`config.mk`:
```
export PLATFORM = sky130hd
export DESIGN_NAME = conv_maxpool
export DESIGN_NICKNAME = d
export VERILOG_FILES = /design/src/rtl/conv_maxpool.sv
export SDC_FILE = /design/constraint.sdc
export NUM_CORES = 1
export LEC_CHECK = 0
export BUFFER_PORTS_ARGS = -buffer_cell sky130_fd_sc_hd__buf_4
export CORE_ASPECT_RATIO = 1.5
export CORE_MARGIN = 2
export CORE_UTILIZATION = 38
export CTS_CLUSTER_SIZE = 14
export DETAILED_ROUTE_END_ITERATION = 6
export PLACE_DENSITY = 0.57
export REMOVE_ABC_BUFFERS = 1
export SYNTH_ARGS = -nofsm -noshare
export SYNTH_HDL_FRONTEND = slang
export SYNTH_SLANG_ARGS = --single-unit
```
`constraint.sdc`:
```
create_clock -name clk -period 5.3 [get_ports clk]
set_input_delay 1.325 -clock clk [delete_from_list [all_inputs] [get_ports clk]]
set_output_delay 1.325 -clock clk [all_outputs]
set_load 0.01 [all_outputs]
```
`src/rtl/conv_maxpool.sv`:
```
// rtl/conv_maxpool.sv - streaming 2x2 stride-1 max-pool stage for the conv engine feature map
//
// Purpose:
//   Consumes an IN_DIM x IN_DIM signed feature map, one sample per in_valid
//   cycle in row-major order. Emits the (IN_DIM-1) x (IN_DIM-1) pooled map on
//   the fly. Only one line buffer row plus two window registers are kept; the
//   frame itself is never stored.
//
// Parameters:
//   DW      signed sample width (input and output)
//   IN_DIM  feature-map side length (>= 2)
//
// Ports:
//   clk        in   rising-edge clock
//   rst_n      in   asynchronous active-low reset
//   in_valid   in   in_data carries the next sample this cycle (no backpressure)
//   in_data    in   signed sample, row-major
//   out_valid  out  out_data holds a new pooled result this cycle
//   out_data   out  signed max of the 2x2 window (held between results)
//   out_last   out  with out_valid: final pooled value of the frame
//   busy       out  frame in progress (FSM not in IDLE)
//
// Configuration:
//   POOL_RELU_EN  when defined, each result is clamped to max(result, 0)
//                 before the output register.

module conv_maxpool #(
  parameter int DW     = 12,
  parameter int IN_DIM = 5
) (
  input  logic                 clk,
  input  logic                 rst_n,
  input  logic                 in_valid,
  input  logic signed [DW-1:0] in_data,
  output logic                 out_valid,
  output logic signed [DW-1:0] out_data,
  output logic                 out_last,
  output logic                 busy
);

  localparam int CW = (IN_DIM <= 2) ? 1 : $clog2(IN_DIM);
  localparam logic [CW-1:0] LAST_IDX = CW'(IN_DIM - 1);

  typedef enum logic [1:0] {
    S_IDLE      = 2'd0,
    S_FIRST_ROW = 2'd1,
    S_POOL      = 2'd2
  } state_t;

  state_t r_state;
  state_t w_state_nxt;

  logic [CW-1:0]        r_row;
  logic [CW-1:0]        r_col;

  // r_line[c] holds the most recent sample seen in column c, i.e. row r-1
  // until the current row overwrites it at column c.
  logic signed [DW-1:0] r_line [IN_DIM];
  // r_left   = sample (r, c-1)
  // r_upleft = sample (r-1, c-1), captured from the line buffer one accept earlier
  logic signed [DW-1:0] r_left;
  logic signed [DW-1:0] r_upleft;

  logic                 r_out_valid;
  logic signed [DW-1:0] r_out_data;
  logic                 r_out_last;

  logic                 w_col_last;
  logic                 w_row_last;
  logic                 w_emit;
  logic signed [DW-1:0] w_up;
  logic signed [DW-1:0] w_max_top;
  logic signed [DW-1:0] w_max_bot;
  logic signed [DW-1:0] w_max;
  logic signed [DW-1:0] w_res;

  function automatic logic signed [DW-1:0] smax(
    input logic signed [DW-1:0] a,
    input logic signed [DW-1:0] b
  );
    return (a > b) ? a : b;
  endfunction

  assign w_col_last = (r_col == LAST_IDX);
  assign w_row_last = (r_row == LAST_IDX);
  assign w_emit     = in_valid && (r_row != '0) && (r_col != '0);

  assign w_up      = r_line[r_col];
  assign w_max_top = smax(r_upleft, w_up);
  assign w_max_bot = smax(r_left, in_data);
  assign w_max     = smax(w_max_top, w_max_bot);

`ifdef POOL_RELU_EN
  assign w_res = w_max[DW-1] ? '0 : w_max;
`else
  assign w_res = w_max;
`endif

  // FSM state register
  always_ff @(posedge clk or negedge rst_n) begin
    if (!rst_n) begin
      r_state <= S_IDLE;
    end else begin
      r_state <= w_state_nxt;
    end
  end

  // FSM next-state
  always_comb begin
    w_state_nxt = r_state;
    case (r_state)
      S_IDLE: begin
        if (in_valid) w_state_nxt = S_FIRST_ROW;
      end
      S_FIRST_ROW: begin
        if (in_valid && w_col_last) w_state_nxt = S_POOL;
      end
      S_POOL: begin
        if (in_valid && w_col_last && w_row_last) w_state_nxt = S_IDLE;
      end
      default: w_state_nxt = S_IDLE;
    endcase
  end

  // Row/column counters; wrapping at the last sample leaves them cleared for
  // the next frame, which may start on the very next cycle.
  always_ff @(posedge clk or negedge rst_n) begin
    if (!rst_n) begin
      r_row <= '0;
      r_col <= '0;
    end else if (in_valid) begin
      if (w_col_last) begin
        r_col <= '0;
        r_row <= w_row_last ? '0 : r_row + 1'b1;
      end else begin
        r_col <= r_col + 1'b1;
      end
    end
  end

  // Line buffer and window registers. Row 0 overwrites every line-buffer
  // entry before row 1 reads it, so prior-frame contents never reach a result.
  always_ff @(posedge clk or negedge rst_n) begin
    if (!rst_n) begin
      for (int i = 0; i < IN_DIM; i++) begin
        r_line[i] <= '0;
      end
      r_left   <= '0;
      r_upleft <= '0;
    end else if (in_valid) begin
      r_line[r_col] <= in_data;
      r_left        <= in_data;
      r_upleft      <= w_up;
    end
  end

  // Registered result; out_data holds its value between results.
  always_ff @(posedge clk or negedge rst_n) begin
    if (!rst_n) begin
      r_out_valid <= 1'b0;
      r_out_data  <= '0;
      r_out_last  <= 1'b0;
    end else begin
      r_out_valid <= w_emit;
      r_out_last  <= w_emit && w_row_last && w_col_last;
      if (w_emit) begin
        r_out_data <= w_res;
      end
    end
  end

  assign out_valid = r_out_valid;
  assign out_data  = r_out_data;
  assign out_last  = r_out_last;
  assign busy      = (r_state != S_IDLE);

endmodule

```
After elaboration in Yosys (flattened, before gate mapping):

Index checks and enable logic that the tools add are counted.
W data, S select, Z words.

* add/subtract/negate cells: 2
* multipliers: 0
* divide/modulo/power cells: 0
* order comparisons: 5
* equal/unequal tests: 7
* shift-type cells: 0
* muxes and demuxes: 15
* bitwise gates (word level): 1
* reductions and logical operators: 13

Operators with widths (number)
* $mux W12: 6
* $bwmux W60: 1
* $bmux W12 S3: 1
* $demux W12 S3: 1
* $gt A12 B12 Y1: 3
* $logic_and A1 B1 Y1: 7
* $add A3 B1 Y3 const B: 2
* $eq A3 B3 Y1 const B: 2
* $mux W2: 3
* $mux W3: 2
* $ne A2 B2 Y1 const B: 3
* $pmux W2 S3: 1
* $reduce_bool A3 Y1: 2
* $ge A4 B4 Y1 const B: 1
* $lt A4 B1 Y1 const B: 1
* $not A3 Y4: 1
* $reduce_and A3 Y1: 1
* $eq A2 B1 Y1 const B: 1
* $eq A2 B2 Y1 const B: 1
* $logic_not A2 Y1: 1
* $reduce_and A2 Y1: 1
* $reduce_bool A2 Y1: 1

* bits in registers: 106
* bits in latches: 0
* memory bits (writable): 0
* memory bits (read-only): 0
* output and inout bits: 15
* logic and storage cells: 56
* memories: 0

Depth between registers and ports, before layout:

Gate-level depths: netlist (run 1).

* depth after elaboration: 8
* mapped depth: 24

Worst setup path after synthesis (run 1):

No wires, ideal clock.

* path type: input-to-reg
* start point: in in_data[9]
* end point: reg r_out_data[3], in the netlist out_data[3]
* setup time: 0.124 ns
* arrival time: 4.626 ns
* setup slack: 0.550 ns
* cell stages on the path: 16
* path buffers: 2
* cells stage by stage: inv_1 -> ha_1 -> a21o_1 -> a2111o_1 -> o31ai_4 -> buf_8 -> mux2i_1 -> ha_1 -> a21o_1 -> a31oi_1 -> o21ai_1 -> or4b_4 -> nand4_2 -> buf_6 -> a211oi_1 -> a211o_1

* longest elaborated chain between the ends: 4

RTL lines
* start: declaration: line 34 `input logic signed [DW-1:0] in_data,`
* $gt A12 B12 Y1: line 81 `return (a > b) ? a : b;`
* $mux W12 *: line 81
* $gt A12 B12 Y1: line 81
* $mux W12 *: line 81
* end signal: assignment: line 167 `r_out_data <= w_res;`
* end: declaration: line 65 `logic signed [DW-1:0] r_out_data;`

Every way passes the cells marked *; elsewhere a longest branch is shown, timed or not.
A chain may end at the register's enable or synchronous reset.

Worst setup path in the final report (run 1):

* start point: in in_data[9]
* end point: reg r_out_data[8], in the netlist out_data[8]

The elaborated chain is that of the path after synthesis.

==> run metrics, run 1 <==
outcome=finished clean; drt pass-1 iters=4; number of port buffers=29; reg2reg end=out_data[8]; Layout area overhead=15.6%; Worst Path Arrival=about 5.3 ns; clock tree from TritonCTS=built; register area share after synthesis=a little under half; synthesized area=between 0.005 and 0.006 mm2; ys async rst share=100%; grt ovf=0; Layout fillers=~1400; drt wl/cell=about 18 um; Crit Path Category=input pin to flop; Die X=about 100 um; FF+latch count, synth=106; Syn Area/Cell=10.9 um2; CTS buffer count=9; Worst Setup SP=in_data[9]; starting DRC count in detailed routing=around 140; Post-Synthesis Cells=527; first-pass GRT wire length=22.9 mm; setup TNS=0 ns; top cells by area, synth=dfrtp_1 46%, mux2_2 12%, ha_1 8.7%; Worst-path clk slew=approximately 0.08 ns; Post-Route WL=14.1 mm; Final Slew Violations=0; worst-path cell chain=buf_4 > inv_1 > ha_1 > a21o_1 > a2111o_1 > o31ai_4 > buf_4 > mux2i_1 > ha_1 > a21oi_1 > o21a_1 > o21ai_1 > or4b_4 > a31o_1 > nor2_1 > a211o_1; M1 wire length=6.17 mm; layout cells sized above 1=26.0%; max layer used=met4; Setup Viol. Count Final=0; total number of vias=4191; Cell Area, Placed=0.00632 mm2; Synth Flop Type=dfrtp_1; clock sink count=roughly 110; MaxCap Viol Count=0; number of flops mapped to enable cells by yosys=0; initial antenna violation count=0; largest net degree at the start of global routing=81; Critical Path RT=approximately 5.6 ns; design area=0.00665 mm2; Register Area=0.00265 mm2; CTS root buffer=clkbuf_16; CTS Buffer Depth=2; Ant. Diodes=0; Setup crit start kind=input pin; Max transition margin=31.5%; Crit. End Element=flop; number of library cell types mapped by synthesis=50; path depth of the worst reg2reg path=19; most numerous cell in the Yosys netlist=dfrtp_1; routability cong.=0.814; initial core utilization=38.5%; CTS H-tree depth=3; multi-input logic area=0.00292 mm2; metal2 WL=7.28 mm; fmax=between 200 and 250 MHz; Slowest Stage Delay on Critical Path=0.49 ns; synth warn=0; Final WS setup=0.333 ns; reg2reg start=r_col[2]; Yosys top cell area share=46.1%; RSZ-0062 raised after global routing=false; area leader, netlist=dfrtp_1; row count=55; Post-DRT Antenna Nets=0; vias in the first global route=4415; Hold WS=0.483 ns; core area=0.0149 mm2; Setup WS pre-CTS=0.0349 ns; vias per cell=5.39; HP Class=flop to flop; HPWL Detailed=10.3 mm; CP max-delay cell=or4b_4; # IOs=30; Skew-Pair Late Insertion Delay=0.35 ns; R2R Setup Slk=0.37 ns; period utilisation layout=roughly 94%; final hold vios=0; Final nets=approximately 630; die height=between 150 and 200 um; area of the die=0.0162 mm2; Synth top cells by count=106 x dfrtp_1, 62 x mux2_2, 51 x nor2_1, 42 x a21oi_1, 40 x ha_1; worst-margin pin slew=roughly 1 ns; Residual DRC=0; Max FO, Critical Path=12; metal3 WL=276 um; clk_skew=0.00703 ns; post-layout min period=4.97 ns; CP endpoint=out_data[8]; GRT Total Usage=17.9%
cells in the final DEF (no fill, tap or decap), types with 2 or more instances in the layout:
| cell | count |
|---|---|
| a211o_1 | 11 |
| a211oi_1 | 13 |
| a21o_1 | 4 |
| a21oi_1 | 42 |
| a22oi_1 | 5 |
| and3_1 | 4 |
| buf_4 | 60 |
| clkbuf_16 | 9 |
| dfrtp_1 | 106 |
| ha_1 | 40 |
| inv_1 | 20 |
| inv_6 | 3 |
| inv_8 | 2 |
| mux2_2 | 62 |
| mux2i_1 | 31 |
| nand2_1 | 27 |
| nand2b_1 | 3 |
| nand3_1 | 7 |
| nand4_1 | 8 |
| nor2_1 | 51 |
| nor2b_1 | 5 |
| o211ai_1 | 3 |
| o21ai_0 | 28 |
| o21bai_1 | 2 |
| o22a_1 | 5 |
| o311ai_4 | 2 |
final cells by class:
type                    instances  area share (%)
repair buffers                 61            7.07
multi-input cells             375            43.9
clock buffers                   9            3.39
inverters                      21            1.19
clock inverters                 6           0.865
flip-flops and latches        106            39.9
well taps                     199            3.74
cells by family (layout without fill, tap and decap cells):
group	Yosys count	count (layout)	synth area share, %
AO/OA/AOI/OAI	128	129	14.9
AND/OR/NAND/NOR	113	113	8.98
flip-flops	106	106	46.1
multiplexers	93	93	17.5
buffers and inverters	47	97	3.76
adder cells (fa/ha/maj)	40	40	8.70
worst min-delay path by stage:
stage	from	depth (start not counted)	to	slack [ns]
finish	r_state[1]	1	r_state[0]	0.48
global route	r_state[1]	1	r_state[0]	0.49
CTS	r_state[1]	1	r_state[0]	0.48
detailed placement	r_state[1]	1	r_state[0]	0.47
global placement	r_state[1]	1	r_state[0]	0.45
floorplan	r_state[1]	1	r_state[0]	0.43
metal layers:
layer / track usage (%) / vias up
met3: 2.02 / 22
met4: 6.44 / 0
met1: 22.6 / 2087
met5: 0 / -
met2: 31.4 / 69
li1: - / 2013
stage by stage:
stage	instances	util, %
floorplan	501	-
global route	777	44.5
CTS	774	44.2
global placement	759	42.3
detailed placement	759	42.3
finish	777	44.5
timing repair:
item	4_1_cts	5_1_grt
hold buffers	0	0
setup buffers	0	2
endpoints found under the setup margin	0	12
gates resized for setup	0	2
sequential cells by signal, summed over array words and instances, names as in the netlist:
signal	cells
out_data	12
out_last	1
out_valid	1
r_col	3
r_left	12
r_line	60
r_row	3
r_state	2
r_upleft	12
critical path: cells and delay by family:
family,cells,cell delay [ns]
AO/OA/AOI/OAI,8,1.81
adder cells (fa/ha/maj),2,0.58
buffers and inverters,3,0.42
multiplexers,1,0.40
AND/OR/NAND/NOR,2,0.70
Power of run 1 is left out: the tool's default activity adds up to more than one toggle a clock period on the data nets, which glitch-free logic cannot reach.
==> inputs of run 2 (changes only) <==
--- a/config.mk
+++ b/config.mk
@@ -5,13 +5,13 @@
 export SDC_FILE = /design/constraint.sdc
 export NUM_CORES = 1
 export LEC_CHECK = 0
-export BUFFER_PORTS_ARGS = -buffer_cell sky130_fd_sc_hd__buf_4
 export CORE_ASPECT_RATIO = 1.5
 export CORE_MARGIN = 2
 export CORE_UTILIZATION = 38
 export CTS_CLUSTER_SIZE = 14
 export DETAILED_ROUTE_END_ITERATION = 6
-export PLACE_DENSITY = 0.57
+export DONT_BUFFER_PORTS = 1
+export PLACE_DENSITY = 0.55
 export REMOVE_ABC_BUFFERS = 1
 export SYNTH_ARGS = -nofsm -noshare
 export SYNTH_HDL_FRONTEND = slang
==> run metrics, run 2 (same netlist as run 1, synthesis figures left out) <==
row count=55 (unchanged); Setup WS pre-CTS=0.225 ns (+0.190 ns); Skew-Pair Late Insertion Delay=0.35 ns (about the same); Ant. Diodes=0 (unchanged); Crit Path Category=flop to flop; routability cong.=0.844 (+3.6%); CTS H-tree depth=3 (unchanged); clock sink count=106 (unchanged); clk_skew=0.0112 ns (+0.00418 ns); core area=0.0149 mm2 (unchanged); outcome=finished clean; Layout fillers=1440 (-0.48%); GRT Total Usage=17.4% (-0.47 points); HP Class=flop to flop; HPWL Detailed=10.0 mm (-2.3%); CTS buffer count=9 (unchanged); Final WS setup=0.289 ns (-0.0441 ns); clock tree from TritonCTS=built; die height=155 um (unchanged); drt pass-1 iters=4 (unchanged); Max FO, Critical Path=34 (+22); Critical Path RT=5.53 ns (-0.06 ns); Post-Route WL=13.5 mm (-4.1%); Worst Path Arrival=5.25 ns (about the same); first-pass GRT wire length=21.9 mm (-4.0%); Crit. End Element=flop; final hold vios=0 (unchanged); total number of vias=4019 (-4.1%); Post-DRT Antenna Nets=0 (unchanged); Worst-path clk slew=0.08 ns (about the same); CTS Buffer Depth=2 (unchanged); Largest register FFs=60 (unchanged); CTS Hold Bufs=0 (unchanged); MaxCap Viol Count=0 (unchanged); commonest cells after routing, fill and taps aside=105 x dfrtp_1, 62 x mux2_2, 51 x nor2_1; Max transition margin=46.8% (+15 points); number of port buffers=0 (-100%); period utilisation layout=94.6% (+0.83 points); Final Slew Violations=0 (unchanged); initial core utilization=38.5% (unchanged); starting DRC count in detailed routing=181 (+27%); Setup crit start kind=flop; Hold WS=0.475 ns (-0.00836 ns); Biggest register=r_line; Final nets=585 (-7.0%); area of the die=0.0162 mm2 (unchanged); CTS root buffer=clkbuf_16; layout cells sized above 1=20.2% (-5.8 points); initial antenna violation count=0 (unchanged); RSZ-0062 raised after global routing=false; vias in the first global route=4203 (-4.8%); worst-margin pin slew=0.795 ns (-0.232 ns); fin cells=734 (-5.5%); post-layout min period=5.01 ns (+0.0441 ns); grt ovf=0 (unchanged); Residual DRC=0 (unchanged); vias per cell=5.48 (+1.5%); largest net degree at the start of global routing=107 (+32%); setup TNS=0 ns (unchanged); fmax=200 MHz (-0.88%); Layout area overhead=10.2%; # IOs=30 (unchanged); most common cell after layout, fill and taps aside=dfrtp_1; Setup Viol. Count Final=0 (unchanged); Inst Count DP=718 (-5.4%); Die X=104 um (unchanged); drt wl/cell=18.4 um (+1.5%)
## run 2: worst paths after layout
kind,from,end,slack (ns),cells after the start
worst max-delay path,r_col[0],out_data[7],0.29,21
worst min-delay path,r_state[1],r_state[0],0.48,1
worst max register to register,r_col[0],out_data[7],0.29,21
worst min register to register,r_state[1],r_state[0],0.48,1
max in group asynchronous,rst_n,r_line[9],4.47,0
min in group asynchronous,rst_n,r_line[51],0.67,0
## run 2: final cells by class
type	instances	area [um2]	area share (%)
clock buffers	10	239	3.77
well taps	199	249	3.93
flip-flops and latches	106	2650	41.9
multi-input cells	374	2890	45.5
repair buffers	18	160	2.53
clock inverters	6	71.3	1.13
inverters	21	78.8	1.24
## run 2: layer usage
metal	part of all wire, %	wire, um	global-route usage (%)	up-vias
met5	0	0	0	-
li1	-	-	-	1918
met2	52	6960	30.7	53
met3	2.5	336	3.16	21
met4	3.0	408	7.21	0
met1	43	5800	20.7	2027
## run 2: per-stage QoR
| step | util [%] | instance area (um2) |
|---|---|---|
| final | 42.4 | 6340 |
| after global routing | 42.4 | 6340 |
| after CTS | 42.4 | 6330 |
| after detailed placement | 40.3 | 6020 |
| after global placement | 40.3 | 6020 |
| after floorplan | - | 5610 |
## run 2: worst max-delay path: stages, from the launching register on
cell	delay (ns)
dfrtp_1	0.39
buf_4	0.29
nor2b_1	0.09
buf_4	0.17
a22oi_1	0.15
o22a_1	0.31
ha_1	0.29
nand4_1	0.21
nor3_1	0.09
a41oi_1	0.27
o311ai_4	0.17
buf_12	0.19
nor2_1	0.14
a21oi_1	0.08
ha_1	0.30
nor2b_1	0.17
o211ai_2	0.11
a2111oi_2	0.40
or4b_4	0.22
a31o_1	0.41
nor2_1	0.15
a211o_1	0.29
## run 2: repair_timing
item                       4_1_cts  5_1_grt
setup endpoints to repair        0       11
buffers inserted                 0        0
resized for setup                0        2
Power of run 2 is left out for the same reason.
